File: config.mk
export PLATFORM = sky130hd
export DESIGN_NAME = trail_history_port
export DESIGN_NICKNAME = d
export VERILOG_FILES = /design/src/rtl/trail_history_port.sv
export SDC_FILE = /design/constraint.sdc
export NUM_CORES = 1
export LEC_CHECK = 0
export ABC_AREA = 1
export BUFFER_PORTS_ARGS = -buffer_cell sky130_fd_sc_hd__buf_2
export CAP_MARGIN = 20
export CORE_UTILIZATION = 50
export DETAILED_ROUTE_END_ITERATION = 8
export GPL_TIMING_DRIVEN = 0
export PLACE_DENSITY = 0.72
export SLEW_MARGIN = 20
export SYNTH_ARGS = -nofsm -noshare
export SYNTH_HDL_FRONTEND = slang
export SYNTH_SLANG_ARGS = --single-unit
File: constraint.sdc
create_clock -name clk_in -period 15.5 [get_ports clk_in]
set_input_delay 1.55 -clock clk_in [delete_from_list [all_inputs] [get_ports clk_in]]
set_output_delay 1.55 -clock clk_in [all_outputs]
set_load 0.005 [all_outputs]
File: src/rtl/trail_history_port.sv
// trail_history_port
//   Memory-side partner of the trail IIR filter for one pixel stream.
//   Issues history-buffer reads at the frame address of each camera pixel,
//   delay-aligns the camera pixel with the returned history pixel, and
//   writes the filter's updates back to the addresses they were read from
//   through an address-tag FIFO.
//
// Ports
//   clk_in, rst_in                 clock, async active-high reset
//   cam_valid_in / cam_frame_start_in / cam_pixel_in   camera stream
//   rd_addr_out, rd_data_in        history BRAM read port
//   valid_out, camera_out, history_out                 aligned pair to filter
//   update_valid_in, update_in     filter result stream
//   wr_en_out, wr_addr_out, wr_data_out                history BRAM write port
//   overflow_err_out               sticky, tag push while FIFO full
//   underflow_err_out              sticky, update while FIFO empty
module trail_history_port #(
  parameter int H_PIXELS     = 320,
  parameter int V_PIXELS     = 180,
  parameter int ADDR_WIDTH   = 16,
  parameter int READ_LATENCY = 2,
  parameter int TAG_DEPTH    = 8
) (
  input  logic                  clk_in,
  input  logic                  rst_in,
  input  logic                  cam_valid_in,
  input  logic                  cam_frame_start_in,
  input  logic [23:0]           cam_pixel_in,
  output logic [ADDR_WIDTH-1:0] rd_addr_out,
  input  logic [23:0]           rd_data_in,
  output logic                  valid_out,
  output logic [23:0]           camera_out,
  output logic [23:0]           history_out,
  input  logic                  update_valid_in,
  input  logic [23:0]           update_in,
  output logic                  wr_en_out,
  output logic [ADDR_WIDTH-1:0] wr_addr_out,
  output logic [23:0]           wr_data_out,
  output logic                  overflow_err_out,
  output logic                  underflow_err_out
);

  localparam int                    FRAME     = H_PIXELS * V_PIXELS;
  localparam logic [ADDR_WIDTH-1:0] LAST_ADDR = ADDR_WIDTH'(FRAME - 1);
  localparam int                    TW        = (TAG_DEPTH > 1) ? $clog2(TAG_DEPTH) : 1;
  localparam logic [TW-1:0]         TAG_LAST  = TW'(TAG_DEPTH - 1);
  localparam logic [TW:0]           TAG_FULL  = (TW+1)'(TAG_DEPTH);

  typedef struct packed {
    logic                  en;
    logic [ADDR_WIDTH-1:0] addr;
    logic [23:0]           data;
  } wr_req_t;

  // ---------------------------------------------------------------- read address
  logic [ADDR_WIDTH-1:0] rd_ptr, last_addr, use_addr;

  // Frame start forces address 0 for this pixel; rd_ptr then follows as use_addr+1.
  assign use_addr    = cam_frame_start_in ? '0 : rd_ptr;
  assign rd_addr_out = cam_valid_in ? use_addr : last_addr;

  always_ff @(posedge clk_in or posedge rst_in) begin
    if (rst_in) begin
      rd_ptr    <= '0;
      last_addr <= '0;
    end else if (cam_valid_in) begin
      last_addr <= use_addr;
      rd_ptr    <= (use_addr == LAST_ADDR) ? '0 : use_addr + 1'b1;
    end
  end

  // ---------------------------------------------------------------- alignment
  // vld_pipe[k] / pix_pipe[k] carry the camera side k+1 cycles late, so the last
  // stage lines up with BRAM data for the same address.
  logic [READ_LATENCY-1:0]       vld_pipe;
  logic [READ_LATENCY-1:0][23:0] pix_pipe;
  logic [23:0]                   hist_hold;

  always_ff @(posedge clk_in or posedge rst_in) begin
    if (rst_in) begin
      vld_pipe  <= '0;
      pix_pipe  <= '0;
      hist_hold <= '0;
    end else begin
      vld_pipe[0] <= cam_valid_in;
      if (cam_valid_in) pix_pipe[0] <= cam_pixel_in;
      for (int k = 1; k < READ_LATENCY; k++) begin
        vld_pipe[k] <= vld_pipe[k-1];
        if (vld_pipe[k-1]) pix_pipe[k] <= pix_pipe[k-1];
      end
      if (vld_pipe[READ_LATENCY-1]) hist_hold <= rd_data_in;
    end
  end

  // History arrives from the BRAM in the same cycle as the delayed valid; it is
  // passed straight through then and held from the capture register otherwise.
  assign valid_out   = vld_pipe[READ_LATENCY-1];
  assign camera_out  = pix_pipe[READ_LATENCY-1];
  assign history_out = valid_out ? rd_data_in : hist_hold;

  // ---------------------------------------------------------------- tag FIFO
  logic [ADDR_WIDTH-1:0] tag_mem [TAG_DEPTH];
  logic [TW-1:0]         wp, rp;
  logic [TW:0]           cnt;
  logic                  tag_empty, tag_full, pop_ok, push_ok;

  assign tag_empty = (cnt == '0);
  assign tag_full  = (cnt == TAG_FULL);
  // Pop is judged on the pre-cycle occupancy, so a push into an empty FIFO
  // cannot be popped in the same cycle; a pop frees room for a push when full.
  assign pop_ok    = update_valid_in & ~tag_empty;
  assign push_ok   = cam_valid_in & (~tag_full | pop_ok);

  wr_req_t wr_q;

  always_ff @(posedge clk_in or posedge rst_in) begin
    if (rst_in) begin
      for (int i = 0; i < TAG_DEPTH; i++) tag_mem[i] <= '0;
      wp                <= '0;
      rp                <= '0;
      cnt               <= '0;
      wr_q              <= '0;
      overflow_err_out  <= 1'b0;
      underflow_err_out <= 1'b0;
    end else begin
      if (push_ok) begin
        tag_mem[wp] <= rd_addr_out;
        wp          <= (wp == TAG_LAST) ? '0 : wp + 1'b1;
      end
      if (pop_ok) rp <= (rp == TAG_LAST) ? '0 : rp + 1'b1;
      unique case ({push_ok, pop_ok})
        2'b10:   cnt <= cnt + 1'b1;
        2'b01:   cnt <= cnt - 1'b1;
        default: cnt <= cnt;
      endcase

      wr_q.en <= pop_ok;
      if (pop_ok) begin
        wr_q.addr <= tag_mem[rp];
        wr_q.data <= update_in;
      end

      if (cam_valid_in & ~push_ok)         overflow_err_out  <= 1'b1;
      if (update_valid_in & tag_empty)     underflow_err_out <= 1'b1;
    end
  end

  assign wr_en_out   = wr_q.en;
  assign wr_addr_out = wr_q.addr;
  assign wr_data_out = wr_q.data;

endmodule

==> implementation parameters, run 1 <==
Parameter                              Value

Logic synthesis
  Gate Count Post-Synth    1394
  Syn Std Cell Area    0.0127 sq mm
  Leading cell types by total area after synthesis    sky130_fd_sc_hd__dfrtp_1 (56%), sky130_fd_sc_hd__nand2_1 (10%), sky130_fd_sc_hd__o21ai_0 (7.9%)
  Combinational family with the most area after synthesis    simple AND/OR/NAND/NOR gates
  Synthesis warning total    0
  Fraction of post-synthesis cell area in the top cell type by area    56.4%
  Nets in the synthesized netlist    1479
  Unique cell type count in the Yosys netlist    36
  Synth Register Bits    287
  Compound-Gate Fraction of Synth Area    13.4%
  XOR/XNOR share of the synthesized area    0.413%
  Fraction of the mapped netlist area in adder cells    0.787%
  Area leader, netlist    sky130_fd_sc_hd__dfrtp_1
  Synth Area in Simple Gates    18.9%
  Proportion of synthesized chip area in sequential cells    56.4%
  Mean instance size in the synthesized netlist    9.13 sq um
  Portion of netlist area occupied by mux cells    2.12%

Place
  Placer's final routability congestion estimate    0.849
  Estimated wirelength of the detail-placed design    22700 um
  Count of buffers inserted at the top-level ports    184
  Dpl cells    1910
  Placed Area    0.0141 sq mm

Critical path
  Family with the most delay on the worst path    buffers and inverters
  R2r startpoint    cnt[2]
  Kind of start point of the critical path    primary input
  Worst path max stage delay    0.43 ns
  Beginning of the critical path    cam_valid_in
  Combined buffer and inverter count along the critical path    6
  Required time of the worst setup path    13.95 ns
  Critical Path Slowest Stage Cell    sky130_fd_sc_hd__o21ai_2
  Worst-path maximum fanout    10
  Sort of element at the end of the critical path    primary output
  Cell-by-cell listing of the critical path    buf_2 > buf_2 > inv_2 > buf_2 > o21ai_2 > inv_1 > buf_2
  Most prevalent standard cell on the critical path    sky130_fd_sc_hd__buf_2
  Endpoint arrival time on the critical path    2.99 ns
  Start-to-end type of the worst setup path    primary input to primary output

Die
  Total Die Area    0.0261 sq mm
  Floorplan Core Area    0.0250 sq mm
  Initial core utilization    50.8%
  Number of cell rows    58
  Boundary pin count    185
  Die X-Extent    162 um
  Die Y    162 um

Clock network
  Root Buffer    sky130_fd_sc_hd__clkbuf_16
  Count of instances resized after the clock tree is built    0
  Clock-pin slew reported for the worst setup and hold paths after clock tree synthesis    0.06 ns
  Clk sink count    287
  Insertion delay of the later-clocked pin in the worst-skew pair    0.55 ns
  Clock tree from TritonCTS    done
  Number of buffers created by CTS    30
  Hold buffers post-CTS    0
  Buffers inserted by post-CTS timing repair    0
  Buffers from clock root to sink, at most    3
  H-tree lvl count    1

Drt
  WL/cell    16.1 um
  Via-per-instance ratio    5.23
  Routed via count    10289
  First-pass iteration count of the detailed router    7
  Final routed DRC violation total    0
  ANT nets after route    0
  Routed WL    31600 um
  Number of DRC markers after the initial detailed-route iteration    755

Global routing
  Vias in the first global route    9797
  Global-route usage over all layers    24.6%
  Fraction of met3 tracks used by global routing    3.85%
  Aggregate global routing overflow    0
  GR Layer Usage met2    39.6%
  Global route hottest layer    met2
  First-pass GRT wire length    51100 um
  Number of antenna violations at the first check in global routing    1
  Met1 demand-to-capacity share in global routing    34.8%
  Maximum number of pins on one net before global-route repair    109

Finish
  Total Nets Final    1697
  Layout cell share with drive strength beyond 1    24.6%
  Final std cells w/o fill    1967
  Relative area change from synthesis to final layout    19.7%
  Total non-filler cell area in the finished layout    0.0152 sq mm

Outcome
  Result of the run    complete, no violations

STA
  Clock skew    0.0108 ns
  Final critical-path required period    4.54 ns
  RSZ-0062 raised after global routing    false
  Number of setup violations in the final report    0
  Max Freq    220 MHz
  Final Hold Violating Endpoints    0
  Ratio of final minimum period to clock period    29.3%
  Max-slew headroom    54.6%
  Actual slew at the worst max-slew pin    0.676 ns
  Slew Viols, Final    0
  Total negative slack    0 ns

Power
  Maximum vdd drop    0.160 mV
  Total power after layout    2.68 mW
  Leakage dissipation    7.67 nW
  Power density of the placed cells    176 mW/mm^2

Min path
  Hold_sp    vld_pipe[0]
  Worst hold path class    flop to flop

Job
  Max_cap viols    0
## layout by cell type, fill, tap and decap left out, types with 2 or more instances in the layout
master	count
sky130_fd_sc_hd__nand2_1	342
sky130_fd_sc_hd__dfrtp_1	287
sky130_fd_sc_hd__buf_2	210
sky130_fd_sc_hd__o21ai_0	200
sky130_fd_sc_hd__nor2_1	154
sky130_fd_sc_hd__inv_1	73
sky130_fd_sc_hd__nand3_1	40
sky130_fd_sc_hd__o211ai_1	32
sky130_fd_sc_hd__clkbuf_16	31
sky130_fd_sc_hd__o21ai_1	27
sky130_fd_sc_hd__a21oi_1	27
sky130_fd_sc_hd__buf_4	26
sky130_fd_sc_hd__clkbuf_1	25
sky130_fd_sc_hd__buf_6	24
sky130_fd_sc_hd__mux2_2	24
sky130_fd_sc_hd__o21ai_2	17
sky130_fd_sc_hd__or2_2	14
sky130_fd_sc_hd__clkbuf_8	10
sky130_fd_sc_hd__ha_1	8
sky130_fd_sc_hd__nand2_4	6
sky130_fd_sc_hd__nand2_2	6
sky130_fd_sc_hd__clkinv_2	6
sky130_fd_sc_hd__xor2_1	5
sky130_fd_sc_hd__inv_2	5
sky130_fd_sc_hd__nor2_2	5
sky130_fd_sc_hd__nand4_1	4
sky130_fd_sc_hd__bufinv_16	4
sky130_fd_sc_hd__buf_1	3
sky130_fd_sc_hd__nor2_4	3
sky130_fd_sc_hd__nand4_2	2
sky130_fd_sc_hd__clkinvlp_4	2
sky130_fd_sc_hd__buf_16	2
## metrics by stage
stage               setup WS, ns  util, %  hold slack (ns)
floorplan                   6.03        -            0.389
global placement            2.92     56.2            0.415
detailed placement         10.94     56.4            0.420
CTS                        10.92     60.8            0.431
global route               10.80     60.8            0.452
finish                     10.96     60.8            0.433
## routing by layer
layer / wire, um / part of all wire, %
met5: 0 / 0
met4: 512 / 1.6
met3: 1970 / 6.2
met2: 14800 / 47
met1: 14300 / 45
## layout make-up
| type | count | area, sq um |
|---|---|---|
| Fill cell | 2183 | 9810 |
| Sequential cell | 287 | 7180 |
| Multi-Input combinational cell | 924 | 4530 |
| Timing Repair Buffer | 186 | 976 |
| Clock buffer | 43 | 921 |
| Buffer | 103 | 713 |
| Tap cell | 330 | 413 |
| Inverter | 80 | 308 |
| Clock inverter | 13 | 181 |
| Antenna cell | 1 | 2.50 |
## synthesized netlist by cell type, drive strengths merged
| cell type | count |
|---|---|
| dfrtp | 287 |
| ha | 8 |
| o211ai | 32 |
| o21ai | 245 |
| clkinv | 1 |
| nand2 | 355 |
| o22ai | 1 |
| a21oi | 27 |
| clkbuf | 23 |
| xor2 | 5 |
| inv | 79 |
| mux2 | 24 |
| nand4 | 6 |
| nand3 | 41 |
| buf | 80 |
| xnor2 | 1 |
| o21bai | 1 |
| a31oi | 1 |
| nor2 | 162 |
| or2 | 14 |
| a41o | 1 |
## registers in the layout, summed over array words and instances (netlist names), 3 cells and up
signal,flops
tag_mem,128
hist_hold,24
camera_out,24
cnt,4
last_addr,16
wr_addr_out,16
wp,3
wr_data_out,24
pix_pipe,24
rd_ptr,16
rp,3
## worst paths after layout
path                             endpoint  slack, ns  cells after the start
max in group asynchronous       rd_ptr[2]      13.52                      3
min reg2reg                   vld_pipe[1]       0.43                      0
min                           vld_pipe[1]       0.43                      0
max reg2reg                        cnt[2]      13.01                     10
min in group asynchronous   hist_hold[16]       1.08                      2
max                        rd_addr_out[7]      10.96                      7
## kinds of logic after synthesis
| logic type | after synthesis |
|---|---|
| compound gates | 308 |
| simple gates | 578 |
| fa+ha+maj | 8 |
| flops | 287 |
| buf+inv | 183 |
| xor+xnor | 6 |
| mux | 24 |
## power breakdown
part	leakage [nW]	total, mW	internal [mW]	switching [mW]
sequential	3.58	1.09	0.974	0.119
clock	0.543	0.778	0.479	0.299
combinational	3.54	0.812	0.311	0.501
No activity file was read; power rests on OpenSTA's default activity.
==> run 2, diff against run 1 <==
==> constraint.sdc (replaced) <==
create_clock -name clk_in -period 4.72 [get_ports clk_in]
set_input_delay 0.472 -clock clk_in [delete_from_list [all_inputs] [get_ports clk_in]]
set_output_delay 0.472 -clock clk_in [all_outputs]
set_load 0.005 [all_outputs]
==> run 2 against run 1 <==
  * Sequential power rose to 3.3 times the previous value
  * Worst setup slack worse by 8.7 ns
  * Global-route usage grew 0.28 points
  * Utilization grew 0.53 points
  * Critical path type is now flop to flop
  * Die area did not move
  * Clock skew decreased by 0.0011 ns
  * Routed wire length up 1.4%
  * Critical path depth up 3
  * First-iteration DRC count grew 12%
  * Clock power grew to 3.2 times the previous value
==> implementation parameters, run 2 (synthesis results as in run 1) <==
Parameter                              Value

Drt
  Via-per-instance ratio    5.26
  Routed via count    10382
  Routed WL    32000 um
  Number of DRC markers after the initial detailed-route iteration    843
  ANT nets after route    0
  Final routed DRC violation total    0
  WL/cell    16.2 um
  First-pass iteration count of the detailed router    5

Place
  Count of buffers inserted at the top-level ports    184
  Estimated wirelength of the detail-placed design    23400 um
  Placer's final routability congestion estimate    0.857

Finish
  Layout cell share with drive strength beyond 1    24.9%
  Relative area change from synthesis to final layout    20.7%
  Max reg flops    128
  Reg with most FFs    tag_mem
  Diodes inserted    0
  Most frequent standard cell in the layout excluding fill and tap cells    sky130_fd_sc_hd__nand2_1
  Commonest cells after routing, fill and taps aside    sky130_fd_sc_hd__nand2_1 (342), sky130_fd_sc_hd__dfrtp_1 (287), sky130_fd_sc_hd__buf_2 (210)
  Filler instances    2181
  Total Nets Final    1706

Global routing
  Global-route usage over all layers    24.8%
  Number of antenna violations at the first check in global routing    0
  Maximum number of pins on one net before global-route repair    35
  First-pass GRT wire length    51800 um
  Vias in the first global route    9872
  Aggregate global routing overflow    0

Critical path
  Endpoint arrival time on the critical path    2.96 ns
  Worst path max stage delay    0.38 ns
  Worst-path maximum fanout    12
  Start-to-end type of the worst setup path    flop to flop
  Required time of the worst setup path    5.18 ns
  Kind of start point of the critical path    flop
  Beginning of the critical path    cnt[2]
  Sort of element at the end of the critical path    flop
  R2r startpoint    cnt[2]
  Critical Path Slowest Stage Cell    sky130_fd_sc_hd__dfrtp_1
  Cell-by-cell listing of the critical path    inv_1 > a31oi_1 > buf_2 > buf_2 > ha_1 > xor2_1 > ha_1 > a21oi_1 > xor2_1 > o21ai_0

Die
  Floorplan Core Area    0.0250 sq mm
  Boundary pin count    185
  Initial core utilization    50.8%
  Die Y    162 um
  Total Die Area    0.0261 sq mm
  Die X-Extent    162 um
  Number of cell rows    58

Clock network
  Clock-pin slew reported for the worst setup and hold paths after clock tree synthesis    0.06 ns
  Buffers from clock root to sink, at most    3
  Number of buffers created by CTS    30
  Clk sink count    287
  H-tree lvl count    1
  Clock tree from TritonCTS    done
  Buffers inserted by post-CTS timing repair    0
  Insertion delay of the later-clocked pin in the worst-skew pair    0.55 ns
  Root Buffer    sky130_fd_sc_hd__clkbuf_16

Min path
  Worst hold path class    primary input to flop
  Hold_sp    cam_valid_in

Power
  Power density of the placed cells    572 mW/mm^2
  Maximum vdd drop    0.425 mV
  Leakage dissipation    7.74 nW
  Total power after layout    8.78 mW

STA
  Actual slew at the worst max-slew pin    0.696 ns
  Max-slew headroom    53.3%
  Max Freq    400 MHz
  RSZ-0062 raised after global routing    false
  Minimum hold slack    0.110 ns
  Ratio of final minimum period to clock period    53.0%
  Number of setup violations in the final report    0
  Final critical-path required period    2.50 ns
  Clock skew    0.00974 ns
  Final Hold Violating Endpoints    0
  Slew Viols, Final    0

Outcome
  Result of the run    complete, no violations

Job
  Max_cap viols    0
-- run 2: layer usage --
metal | vias up | part of all wire, % | track usage, %
met5 | - | 0 | 0
met4 | 0 | 2.2 | 6.82
met3 | 51 | 5.7 | 3.16
met2 | 330 | 48 | 40.8
met1 | 5047 | 45 | 34.9
li1 | 4954 | - | -
-- run 2: repair_timing --
item | in CTS | in global routing
resized for setup | 0 | 0
hold endpoints to repair | 19 | 0
hold buffers | 1 | 0
-- run 2: final timing paths --
path | to | slack (ns) | cells after the start
max in group asynchronous | rd_ptr[2] | 3.02 | 7
worst max-delay path | cnt[2] | 2.22 | 10
worst min register to register | vld_pipe[1] | 0.42 | 0
worst min-delay path | vld_pipe[0] | 0.11 | 1
worst max register to register | cnt[2] | 2.22 | 10
min in group asynchronous | wr_en_out | 0.50 | 3
-- run 2: area by class of cell --
type	count	area (sq um)	area share, %
sequential	287	7180	46.8
multi-input combinational	924	4530	29.5
timing repair buffer	195	1150	7.46
clock buffer	46	942	6.13
buffer	103	713	4.64
tap	330	413	2.69
inverter	80	304	1.98
clock inverter	10	129	0.839
-- run 2: report_power, final --
group          switching [mW]  internal (mW)
Combinational            1.66           1.04
Clock                   0.961           1.53
Sequential              0.395           3.20
-- run 2: critical path, delay by kind of cell (launching register included) --
family / cells / cell delay (ns)
xor+xnor: 2 / 0.38
fa+ha+maj: 2 / 0.45
compound gates: 3 / 0.52
flops: 1 / 0.38
buf+inv: 3 / 0.69
-- run 2: through the flow --
step | utilization, % | setup TNS (ns) | instances | area (sq um) | setup slack, ns
2_1_floorplan | - | 0 | 1394 | 12700 | 0.443
3_3_place_gp | 56.2 | -350.71 | 1908 | 14100 | -1.24
3_5_place_dp | 57.0 | 0 | 1918 | 14300 | 2.00
4_1_cts | 61.3 | 0 | 1975 | 15400 | 2.11
5_1_grt | 61.3 | 0 | 1975 | 15400 | 1.95
6_report | 61.3 | 0 | 1975 | 15400 | 2.22
==> run 3, diff against run 2 <==
--- a/config.mk
+++ b/config.mk
@@ -5,13 +5,13 @@
 export SDC_FILE = /design/constraint.sdc
 export NUM_CORES = 1
 export LEC_CHECK = 0
-export ABC_AREA = 1
+export ABC_AREA = 0
 export BUFFER_PORTS_ARGS = -buffer_cell sky130_fd_sc_hd__buf_2
 export CAP_MARGIN = 20
 export CORE_UTILIZATION = 50
 export DETAILED_ROUTE_END_ITERATION = 8
 export GPL_TIMING_DRIVEN = 0
-export PLACE_DENSITY = 0.72
+export PLACE_DENSITY = 0.75
 export SLEW_MARGIN = 20
 export SYNTH_ARGS = -nofsm -noshare
 export SYNTH_HDL_FRONTEND = slang
==> constraint.sdc (replaced) <==
create_clock -name clk_in -period 2.3 [get_ports clk_in]
set_input_delay 0.23 -clock clk_in [delete_from_list [all_inputs] [get_ports clk_in]]
set_output_delay 0.23 -clock clk_in [all_outputs]
set_load 0.005 [all_outputs]
==> run 3 against run 2 <==
  * The run now ends with negative setup slack left
  * Routed wire length is 1.8% lower
  * Area after synthesis is 3.8% lower
  * Non-clock buffer count is 67 higher
  * Sequential share of layout area is 1.3 points lower
  * Maximum frequency is 6.9% higher
  * Synthesized cell count is 29% lower
  * Register-to-register slack worse by 2.3 ns
  * Global-route usage is 0.98 points higher
  * Hold slack better by 0.044 ns
==> implementation parameters, run 3 <==
Parameter                              Value

STA
  Ratio of final minimum period to clock period    102%
  Final critical-path required period    2.34 ns
  RSZ-0062 raised after global routing    true
  Minimum setup slack in the final design    -0.0402 ns
  Actual slew at the worst max-slew pin    0.806 ns
  Number of setup violations in the final report    1
  Clock skew    0.0146 ns
  Slew Viols, Final    0
  Max-slew headroom    46.1%
  Final Hold Violating Endpoints    0
  Max Freq    427 MHz

Clock network
  H-tree lvl count    1
  Insertion delay of the later-clocked pin in the worst-skew pair    0.55 ns
  Buffers from clock root to sink, at most    3
  Clk sink count    287
  Number of buffers created by CTS    30
  Clock-pin slew reported for the worst setup and hold paths after clock tree synthesis    0.06 ns
  Clock tree from TritonCTS    done
  Root Buffer    sky130_fd_sc_hd__clkbuf_16

Finish
  Most frequent standard cell in the layout excluding fill and tap cells    sky130_fd_sc_hd__dfrtp_1
  Commonest cells after routing, fill and taps aside    sky130_fd_sc_hd__dfrtp_1 (285), sky130_fd_sc_hd__buf_2 (215), sky130_fd_sc_hd__nand2_1 (107)
  Utilization after layout    66.5%
  Sequential cell area in the final layout    0.00718 sq mm
  Filler instances    1706
  Total non-filler cell area in the finished layout    0.0158 sq mm
  Layout cell share with drive strength beyond 1    37.5%
  Total Nets Final    1387
  Max reg flops    128
  Reg with most FFs    tag_mem
  Relative area change from synthesis to final layout    29.0%
  Area of the multi-input gates    0.00455 sq mm

Logic synthesis
  Top-count cell post-synth    sky130_fd_sc_hd__dfrtp_1
  Gate Count Post-Synth    993
  Synth Area in Simple Gates    8.08%
  Proportion of synthesized chip area in sequential cells    58.6%
  Leading cell types by total area after synthesis    sky130_fd_sc_hd__dfrtp_1 (59%), sky130_fd_sc_hd__mux2_2 (8.8%), sky130_fd_sc_hd__mux4_2 (5.9%)
  Fraction of post-synthesis cell area in the top cell type by area    58.6%
  Unique cell type count in the Yosys netlist    55
  Synthesis warning total    0
  Combinational family with the most area after synthesis    multiplexers
  Synth async-reset ratio    100%
  Compound-Gate Fraction of Synth Area    9.44%
  Primary FF master, synth    sky130_fd_sc_hd__dfrtp_1
  Nets in the synthesized netlist    1078
  Syn Std Cell Area    0.0122 sq mm
  Synth Register Bits    287
  Portion of netlist area occupied by mux cells    17.4%
  Most frequent cells after synthesis    sky130_fd_sc_hd__dfrtp_1 (287), sky130_fd_sc_hd__nand2_1 (107), sky130_fd_sc_hd__o21ai_0 (102)
  Mean instance size in the synthesized netlist    12.3 sq um
  XOR/XNOR share of the synthesized area    0.358%
  Number of enable-type register cells in the synthesized netlist    0
  Area leader, netlist    sky130_fd_sc_hd__dfrtp_1
  Fraction of the mapped netlist area in adder cells    0.817%

Place
  Count of buffers inserted at the top-level ports    184
  Placed Area    0.0138 sq mm
  Estimated wirelength of the detail-placed design    20300 um
  Placer's final routability congestion estimate    0.837

Drt
  Number of DRC markers after the initial detailed-route iteration    542
  First-pass iteration count of the detailed router    5
  WL/cell    19.1 um
  Via-per-instance ratio    5.47
  Final routed DRC violation total    0
  Routed WL    31500 um
  Routed via count    9015
  ANT nets after route    0

Power
  Leakage dissipation    7.28 nW
  Share of total power in sequential cells    41.8%
  Maximum vdd drop    0.876 mV
  Fraction of power consumed by combinational cells    28.7%
  Internal Power    11.6 mW
  Net switching component of the power    5.11 mW
  Fraction of power spent switching nets    30.6%
  Total power after layout    16.7 mW
  Power density of the placed cells    1060 mW/mm^2
  Share of power burned in the clock network    29.5%

Critical path
  Cell-by-cell listing of the critical path    or3_4 > o21ai_4 > clkbuf_16 > inv_4 > ha_4 > xor2_1 > ha_2 > a21oi_2 > xor2_1 > nor2_1 > xor2_1
  Start-to-end type of the worst setup path    flop to flop
  Critical Path Slowest Stage Cell    sky130_fd_sc_hd__dfrtp_2
  Sort of element at the end of the critical path    flop
  Worst reg2reg path depth    11
  Required time of the worst setup path    2.73 ns
  Endpoint arrival time on the critical path    2.77 ns
  Worst path max stage delay    0.43 ns
  Most prevalent standard cell on the critical path    sky130_fd_sc_hd__xor2_1
  Kind of start point of the critical path    flop
  Worst-path maximum fanout    5

Global routing
  Vias in the first global route    9400
  Maximum number of pins on one net before global-route repair    35
  Number of antenna violations at the first check in global routing    2
  First-pass GRT wire length    49500 um
  Global-route usage over all layers    25.8%
  Aggregate global routing overflow    0

Outcome
  Violated checks    negative setup slack
  Result of the run    finished with violations

Die
  Floorplan Core Area    0.0238 sq mm
  Die X-Extent    159 um
  Boundary pin count    185
  Number of cell rows    56
  Initial core utilization    51.6%
  Die Y    159 um
  Total Die Area    0.0251 sq mm

Min path
  Worst hold path class    primary input to async pin

Job
  Max_cap viols    0
[run 3: power groups by stage]
stage / logic (mW) / clock network [mW] / registers [mW]
after CTS: 4.74 / 5.02 / 6.96
after floorplan: 3.16 / 0 / 6.89
final: 4.80 / 4.93 / 6.99
after detailed placement: 4.56 / 0 / 7.02
after global placement: 4.36 / 0 / 6.97
after global routing: 5.25 / 5.20 / 7.12
[run 3: logic make-up after synthesis]
logic type / Yosys count
flops: 287
simple gates: 222
compound gates: 195
mux: 161
buf+inv: 115
fa+ha+maj: 8
xor+xnor: 5
[run 3: layer usage]
metal	vias to the layer above	share of wire, %	GRT usage [%]
met5	-	0	0
met4	0	3.5	10.1
met3	76	5.4	3.16
met2	346	50	45.4
met1	4510	41	32.6
li1	4083	-	-
[run 3: final timing paths]
check | startpoint | end | slack, ns
worst max-delay path | cnt[1] | cnt[2] | -0.04
worst min-delay path | rst_in | hist_hold[17] | 0.15
worst max register to register | cnt[1] | cnt[2] | -0.04
worst min register to register | vld_pipe[0] | vld_pipe[1] | 0.38
max in group asynchronous | rst_in | wr_data_out[23] | 1.00
min in group clk_in | cam_valid_in | tag_mem[37] | 0.16
[run 3: final cells by class]
class	instances	area share [%]
Tap cell	319	2.53
Multi-Input combinational cell	591	28.8
Buffer	87	3.55
Inverter	27	0.681
Timing Repair Buffer	278	12.4
Clock buffer	44	5.79
Sequential cell	287	45.5
Clock inverter	12	0.729
Antenna cell	2	0.0317
[run 3: worst max-delay path: cells and delay by family, from the launching register on]
family                   cells  cell delay (ns)
AND/OR/NAND/NOR              2             0.49
XOR/XNOR                     3             0.44
flip-flops                   1             0.43
AO/OA/AOI/OAI                2             0.32
adder cells (fa/ha/maj)      2             0.32
buffers and inverters        2             0.20
[run 3: stage by stage]
| step | hold slack (ns) | setup WS (ns) | setup TNS, ns | std cells |
|---|---|---|---|---|
| 6_report | 0.154 | -0.0402 | -0.0402 | 1647 |
| 5_1_grt | 0.185 | -0.177 | -0.234 | 1647 |
| 4_1_cts | 0.148 | -0.136 | -0.136 | 1638 |
| 3_5_place_dp | 0.178 | -0.397 | -1.71 | 1506 |
| 3_3_place_gp | 0.354 | -3.32 | -950.19 | 1496 |
| 2_1_floorplan | 0.261 | -1.74 | -498.04 | 993 |
[run 3: timing repair]
action	4_1_cts	5_1_grt
resized for setup	19	9
endpoints found under the setup margin	36	23
cloned	0	0
buffers inserted	2	7
hold buffers	75	0
hold endpoints to repair	138	0
pin swaps	2	4
